==> config.mk <==
export PLATFORM = sky130hd
export DESIGN_NAME = bytestream_dut_arbiter
export DESIGN_NICKNAME = d
export VERILOG_FILES = /design/src/rtl/bytestream_pkg.sv /design/src/rtl/rr_select.sv /design/src/rtl/bytestream_dut_arbiter.sv
export SDC_FILE = /design/constraint.sdc
export NUM_CORES = 1
export LEC_CHECK = 0
export BUFFER_PORTS_ARGS = -buffer_cell sky130_fd_sc_hd__buf_2
export CAP_MARGIN = 40
export CORE_MARGIN = 2
export CORE_UTILIZATION = 40
export CTS_BUF_LIST = sky130_fd_sc_hd__clkbuf_4
export DETAILED_ROUTE_END_ITERATION = 10
export PLACE_DENSITY = 0.7
export SLEW_MARGIN = 20
export SYNTH_ARGS = -nofsm -noshare
export SYNTH_HDL_FRONTEND = slang
export SYNTH_SLANG_ARGS = --single-unit
export TNS_END_PERCENT = 20
==> constraint.sdc <==
create_clock -name clk -period 3.2 [get_ports clk]
set_clock_uncertainty 0.05 [all_clocks]
set_input_delay 0.96 -clock clk [delete_from_list [all_inputs] [get_ports clk]]
set_output_delay 0.96 -clock clk [all_outputs]
set_load 0.1 [all_outputs]
==> src/rtl/bytestream_pkg.sv <==
// Shared constants, FSM state type and width helper for the bytestream
// input arbiter and its round-robin picker.
package bytestream_pkg;

    localparam int DATA_W_DEF = 16;

    typedef enum logic {
        IDLE  = 1'b0,
        GRANT = 1'b1
    } arb_state_t;

    // Ceiling log2 with a floor of one bit, so single-value ranges still get a signal.
    function automatic int clog2(input int value);
        int r;
        r = 1;
        while ((1 << r) < value) begin
            r = r + 1;
        end
        return r;
    endfunction

endpackage

==> src/rtl/rr_select.sv <==
// Combinational round-robin picker: first set request after 'last',
// searching upward with wrap-around.
module rr_select
    import bytestream_pkg::*;
#(
    parameter int NUM_IN = 2,
    parameter int IDX_W  = clog2(NUM_IN)
) (
    input  logic [NUM_IN-1:0] req,
    input  logic [IDX_W-1:0]  last,
    output logic [IDX_W-1:0]  sel,
    output logic              any_req
);

    // Walk the search order backwards so the earliest candidate is written last.
    always_comb begin
        sel     = '0;
        any_req = |req;
        for (int k = NUM_IN; k >= 1; k--) begin
            if (req[(int'(last) + k) % NUM_IN]) begin
                sel = IDX_W'((int'(last) + k) % NUM_IN);
            end
        end
    end

endmodule

==> src/rtl/bytestream_dut_arbiter.sv <==
// Round-robin burst arbiter sharing the bytestream DUT input between NUM_IN
// requesters, with a one-deep registered output stage and full backpressure.
module bytestream_dut_arbiter
    import bytestream_pkg::*;
#(
    parameter int NUM_IN    = 2,
    parameter int DATA_W    = DATA_W_DEF,
    parameter int BURST_MAX = 4
) (
    input  logic                     clk,
    input  logic                     reset,
    input  logic [NUM_IN-1:0]        in_valid,
    input  logic [NUM_IN*DATA_W-1:0] in_data,
    output logic [NUM_IN-1:0]        in_ready,
    output logic                     out_valid,
    output logic [DATA_W-1:0]        out_data,
    input  logic                     out_ready,
    output logic [NUM_IN-1:0]        grant
);

    localparam int                IDX_W    = clog2(NUM_IN);
    localparam int                CNT_W    = clog2(BURST_MAX + 1);
    localparam logic [IDX_W-1:0]  LAST_RST = IDX_W'(NUM_IN - 1);
    localparam logic [CNT_W-1:0]  CNT_LAST = CNT_W'(BURST_MAX - 1);

    arb_state_t        state;
    arb_state_t        state_nxt;
    logic [IDX_W-1:0]  last_grant;
    logic [IDX_W-1:0]  sel;
    logic              any_req;
    logic [CNT_W-1:0]  beat_cnt;
    logic              g_valid;
    logic              g_ready;
    logic              xfer;
    logic              burst_done;
    logic [DATA_W-1:0] g_data;
    logic              vld_p1;
    logic [DATA_W-1:0] data_p1;

    rr_select #(
        .NUM_IN (NUM_IN),
        .IDX_W  (IDX_W)
    ) u_rr_select (
        .req     (in_valid),
        .last    (last_grant),
        .sel     (sel),
        .any_req (any_req)
    );

    // Stage p0: granted requester handshake and FSM decode. While granted,
    // last_grant is the index of the current owner.
    always_comb begin
        g_valid    = in_valid[last_grant];
        g_data     = in_data[int'(last_grant) * DATA_W +: DATA_W];
        g_ready    = (state == GRANT) && (!vld_p1 || out_ready);
        xfer       = g_ready && g_valid;
        burst_done = (xfer && (beat_cnt == CNT_LAST)) || (g_ready && !g_valid);

        in_ready             = '0;
        in_ready[last_grant] = g_ready;

        state_nxt = state;
        case (state)
            IDLE:    if (any_req)    state_nxt = GRANT;
            GRANT:   if (burst_done) state_nxt = IDLE;
            default:                 state_nxt = IDLE;
        endcase
    end

    always_ff @(posedge clk or posedge reset) begin
        if (reset) begin
            state      <= IDLE;
            grant      <= '0;
            last_grant <= LAST_RST;
            beat_cnt   <= '0;
        end else begin
            state <= state_nxt;
            if (state == IDLE) begin
                if (any_req) begin
                    grant      <= NUM_IN'(1) << sel;
                    last_grant <= sel;
                    beat_cnt   <= '0;
                end
            end else if (burst_done) begin
                // A stalled owner never reaches here: burst_done needs g_ready.
                grant    <= '0;
                beat_cnt <= '0;
            end else if (xfer) begin
                beat_cnt <= beat_cnt + 1'b1;
            end
        end
    end

    // Stage p1: one-deep output register; a new beat may replace a draining one.
    always_ff @(posedge clk or posedge reset) begin
        if (reset) begin
            vld_p1  <= 1'b0;
            data_p1 <= '0;
        end else if (xfer) begin
            vld_p1  <= 1'b1;
            data_p1 <= g_data;
        end else if (out_ready) begin
            vld_p1  <= 1'b0;
        end
    end

    assign out_valid = vld_p1;
    assign out_data  = data_p1;

`ifndef SYNTHESIS
    always @(posedge clk) begin
        if (!reset) begin
            assert ($onehot0(grant))
                else $error("grant not one-hot-or-zero: %b", grant);
            assert ($onehot0(in_ready))
                else $error("more than one in_ready high: %b", in_ready);
        end
    end
`endif

endmodule
Word-level counts from Yosys, hierarchy flattened:

Cells that the tools add are included.

* output and inout bits: 21
* bits in registers: 24
* logic and storage cells: 61

* mux-type cells: 24
* $lt $le $gt $ge: 4
* shifts and indexed selects: 2
* eq/ne operators: 3
* bitwise gates (word level): 4
* $add $sub $neg: 3
* reduce and logical (&&, ||, !) cells: 15

Operators with widths (count)
* variable part select 32 x 6 -> 16 bit: 1
* two-way mux 1 bit: 15
* two-way mux 3 bit: 4
* less-than comparator 2 x 3 -> 1 bit, second input constant: 2
* two-way mux 2 bit: 3
* AND reduction 2 bit: 3
* logical AND 1 bit: 5
* nonzero test 2 bit: 2
* adder 3 x 1 -> 3 bit, second input constant: 1
* == test 3 x 2 -> 1 bit, second input constant: 1
* != test 3 x 1 -> 1 bit, second input constant: 1
* adder 1 bit, second input constant: 2
* AND 1 bit, first input constant: 2
* AND 2 bit: 1
* zero test 1 bit: 2
* logical OR 1 bit: 2
* less-than comparator 1 x 2 -> 1 bit, second input constant: 1
* != test 2 x 1 -> 1 bit, second input constant: 1
* one-hot mux 1 bit (2 select lines): 1
* OR reduction 2 bit: 1
* << shifter 1 x 1 -> 2 bit, first input constant: 1
* demux 1 bit (select 1 bit): 1
* greater-or-equal comparator 1 bit, second input constant: 1
* inverter 1 bit: 1

Longest topological paths before layout:

* depth in word-level cells: 10
* depth in mapped cells: 4
* gate-level depth less buffers: 4

By module:

A second synthesis with hierarchy kept.

* cell total of the unflattened synthesis: 94
* area, all modules: 1266.2 um2

Modules (own cells, without submodules)
* bytestream_dut_arbiter: times used 1, cells an instance 92, area each 1252.5 um2, sequential area each 601.8 um2
* rr_select: times used 1, cells an instance 2, area each 13.8 um2, sequential area each 0.0 um2

Worst setup path after synthesis:

No wires, ideal clock.

* kind: input to output
* start point: input port out_ready
* end point: output port in_ready[0]
* stages: 3
* required time: 2.190 ns
* data arrival time: 2.563 ns
* path buffers: 0
* setup slack: -0.373 ns
* path through: nand2b_1 -> nand2_1 -> nor2_1

* cells in the longest elaborated chain, start to end: 3

RTL lines
* from (decl): line bytestream_dut_arbiter.sv:17 `input logic out_ready,`
* logical OR 1 bit: line bytestream_dut_arbiter.sv:55 `g_ready = (state == GRANT) && (!vld_p1 || out_ready);`
* logical AND 1 bit: line bytestream_dut_arbiter.sv:55
* AND 2 bit (no source line)
* to (decl): line bytestream_dut_arbiter.sv:14 `output logic [NUM_IN-1:0] in_ready,`

Every way passes these cells.

Worst setup path after layout:

Same ends and word-level chain as after synthesis.

==> results.ini <==
[clock_tree]
cts_tree = done
cts_buffers = 3
cts_hold_buf = 0
clock_sinks = 24
path_clk_slew_ns = 0.13
clockRootBuffer = clkbuf_4
htree_levels = 1
cts.repair.resized = 0
clk_latency_ns = 0.30
clock_path_buffers = 2
post_cts_buffers = 0

[route]
wl_um = 2620
vias = 968
drc = 0
viasPerCell = 4.84
ant_nets = 0
drtPass1Iterations = 4
drt_iter0_drc = 14
wl_per_cell_um = 13.1

[synthesis]
synth_nets = 136
synth_area_um2 = 1300
avgSynthCellArea_um2 = 13.4
yosysWarnings = 0
synthAdderAreaFrac_pct = 1.92
synth_seq_cells = 24
synth-simple-area-share_pct = 7.98
synth_compound_area_share_pct = 6.73
synth-xor-area-share_pct = 0
synth.distinct_cells = 26
synth_top_family_by_area = multiplexers
ys_seq_area_share_pct = 46.3
netlist_instances = 97
yosys-mux-area-fraction_pct = 33.1

[job]
drv_cap = 0

[sta]
grt_setup_unrepaired = false
fin_tns_setup_ns = 0
hold_ws_ns = 0.468
finalMaxSlewViolations = 0
tightest_slew_ns = 0.491
slew_headroom_pct = 67.5
setup_viol = 0
period_minus_slack_ns = 2.64
fmax_mhz = 379
hold_viol = 0
finalCritPeriodShare_pct = 82.5

[die]
initial_utilization_pct = 42.3
ios = 58
fp-row-count = 20
core_area_um2 = 3080
die_width_um = 61.0
die_area_um2 = 3730
die_y_um = 61.0

[setup_path]
endpoint_kind = output port
startpoint_type = input pin
crit_family = simple AND/OR/NAND/NOR gates
crit_path_max_incr_delay_ns = 0.20
cp.arrival_ns = 1.63
critical_path_class = in2out
cp_num_buf_inv = 2
path_max_fanout = 3
path_cells = buf_2 > nand2b_1 > nand2_1 > nor2_1 > buf_12
cpMaxStageDelayCell = nor2_1
required_ns = 2.19

[global_route]
grt_pass1_wl_um = 4230
grt_pass1_vias = 970
use_met2_pct = 27.8
use_met3_pct = 2.94
grt_util_all_layers_pct = 15.2
grt-ovfl-total = 0
grt_max_degree = 21
antenna_found_initial = 0
grt_use_met1_pct = 18.8
grt_busiest_layer = met2

[placed_design]
port_buffers = 57
gp_congestion = 0.818
dp_hpwl_um = 2040

[layout]
layout-drive-gt1-share_pct = 62.2
num_antenna_cells = 0
nFillCells = 288
seqCellArea_um2 = 602
multi_input_area_um2 = 647
finalNetCount = 196
fin_util_pct = 55.8
syn2layout_area_growth_pct = 31.9

[status]
status = complete, no violations

[min_path]
hp-class = reg2reg

-- per-layer routing --
layer	up-vias	part of all wire (%)
li1	463	-
met1	462	43
met2	43	50
met3	0	6.9
met4	0	0
met5	-	0
-- kinds of logic (layout without fill, tap and decap cells) --
kind of cell / Yosys count / in the layout
multiplexers: 33 / 33
AND/OR/NAND/NOR: 17 / 17
adder cells (fa/ha/maj): 2 / 2
flip-flops: 24 / 24
buffers and inverters: 9 / 68
AO/OA/AOI/OAI: 12 / 12
-- registers in the layout (all words and copies together) (netlist names) --
signal      count
last_grant      1
state           1
out_data       16
beat_cnt        3
grant           2
out_valid       1
-- cell usage after synthesis --
| library cell | instances | area (um^2) |
|---|---|---|
| inv_2 | 1 | 3.75 |
| o211ai_1 | 1 | 7.51 |
| a21oi_1 | 3 | 15.0 |
| mux2_2 | 11 | 124 |
| nor3_1 | 1 | 5.00 |
| o21ba_2 | 1 | 10.0 |
| a211o_1 | 1 | 8.76 |
| o22a_1 | 1 | 8.76 |
| mux2i_1 | 1 | 10.0 |
| o2bb2ai_1 | 3 | 26.3 |
| and3b_1 | 1 | 8.76 |
| dfstp_2 | 1 | 26.3 |
| dfrtp_1 | 23 | 576 |
| ha_1 | 2 | 25.0 |
| inv_1 | 3 | 11.3 |
| nor2_1 | 3 | 11.3 |
| nand3b_4 | 1 | 20.0 |
| buf_2 | 3 | 15.0 |
| mux2_4 | 16 | 240 |
| mux2_1 | 5 | 56.3 |
| buf_6 | 2 | 22.5 |
| nand2_1 | 4 | 15.0 |
| o21ai_0 | 1 | 5.00 |
| or2_2 | 2 | 12.5 |
| a31oi_1 | 1 | 6.26 |
| nand2b_1 | 5 | 31.3 |
-- stage by stage --
stage          cell area (um^2)  std cells  setup slack, ns
6_report                   1720        200            0.560
5_1_grt                    1720        200            0.482
4_1_cts                    1720        200            0.555
3_5_place_dp               1660        196            0.556
3_3_place_gp               1650        195            0.572
2_1_floorplan              1300         97           -0.373
-- cell type report --
cell class	count	area share [%]
clock buffers	3	1.31
flip-flops and latches	24	35.1
clock inverters	1	1.75
inverters	4	0.875
well taps	44	3.21
multi-input cells	64	37.7
repair buffers	60	20.1
-- path summary, 6_finish.rpt --
| check | start | to | slack (ns) | cells past startpoint |
|---|---|---|---|---|
| max | out_ready | in_ready[0] | 0.56 | 5 |
| min | beat_cnt[2] | beat_cnt[2] | 0.47 | 1 |
| max reg2reg | last_grant | out_data[3] | 1.28 | 3 |
| min reg2reg | beat_cnt[2] | beat_cnt[2] | 0.47 | 1 |
| max in group asynchronous | reset | last_grant | 1.97 | 3 |
| min in group asynchronous | reset | out_data[9] | 0.60 | 2 |
-- cells in the final DEF (no fill, tap or decap), types with 2 or more instances in the layout --
cell,netlist,routed
a21oi_1,3,3
buf_12,0,2
buf_2,3,55
buf_4,0,2
clkbuf_4,0,3
dfrtp_1,23,23
ha_1,2,2
inv_1,3,3
mux2_1,5,5
mux2_2,11,11
mux2_4,16,16
nand2_1,4,4
nand2b_1,5,5
nor2_1,3,3
o2bb2ai_1,3,3
or2_2,2,2
Power is left out: the tool's default activity adds up to more than one toggle a clock period on the data nets, which glitch-free logic cannot reach.
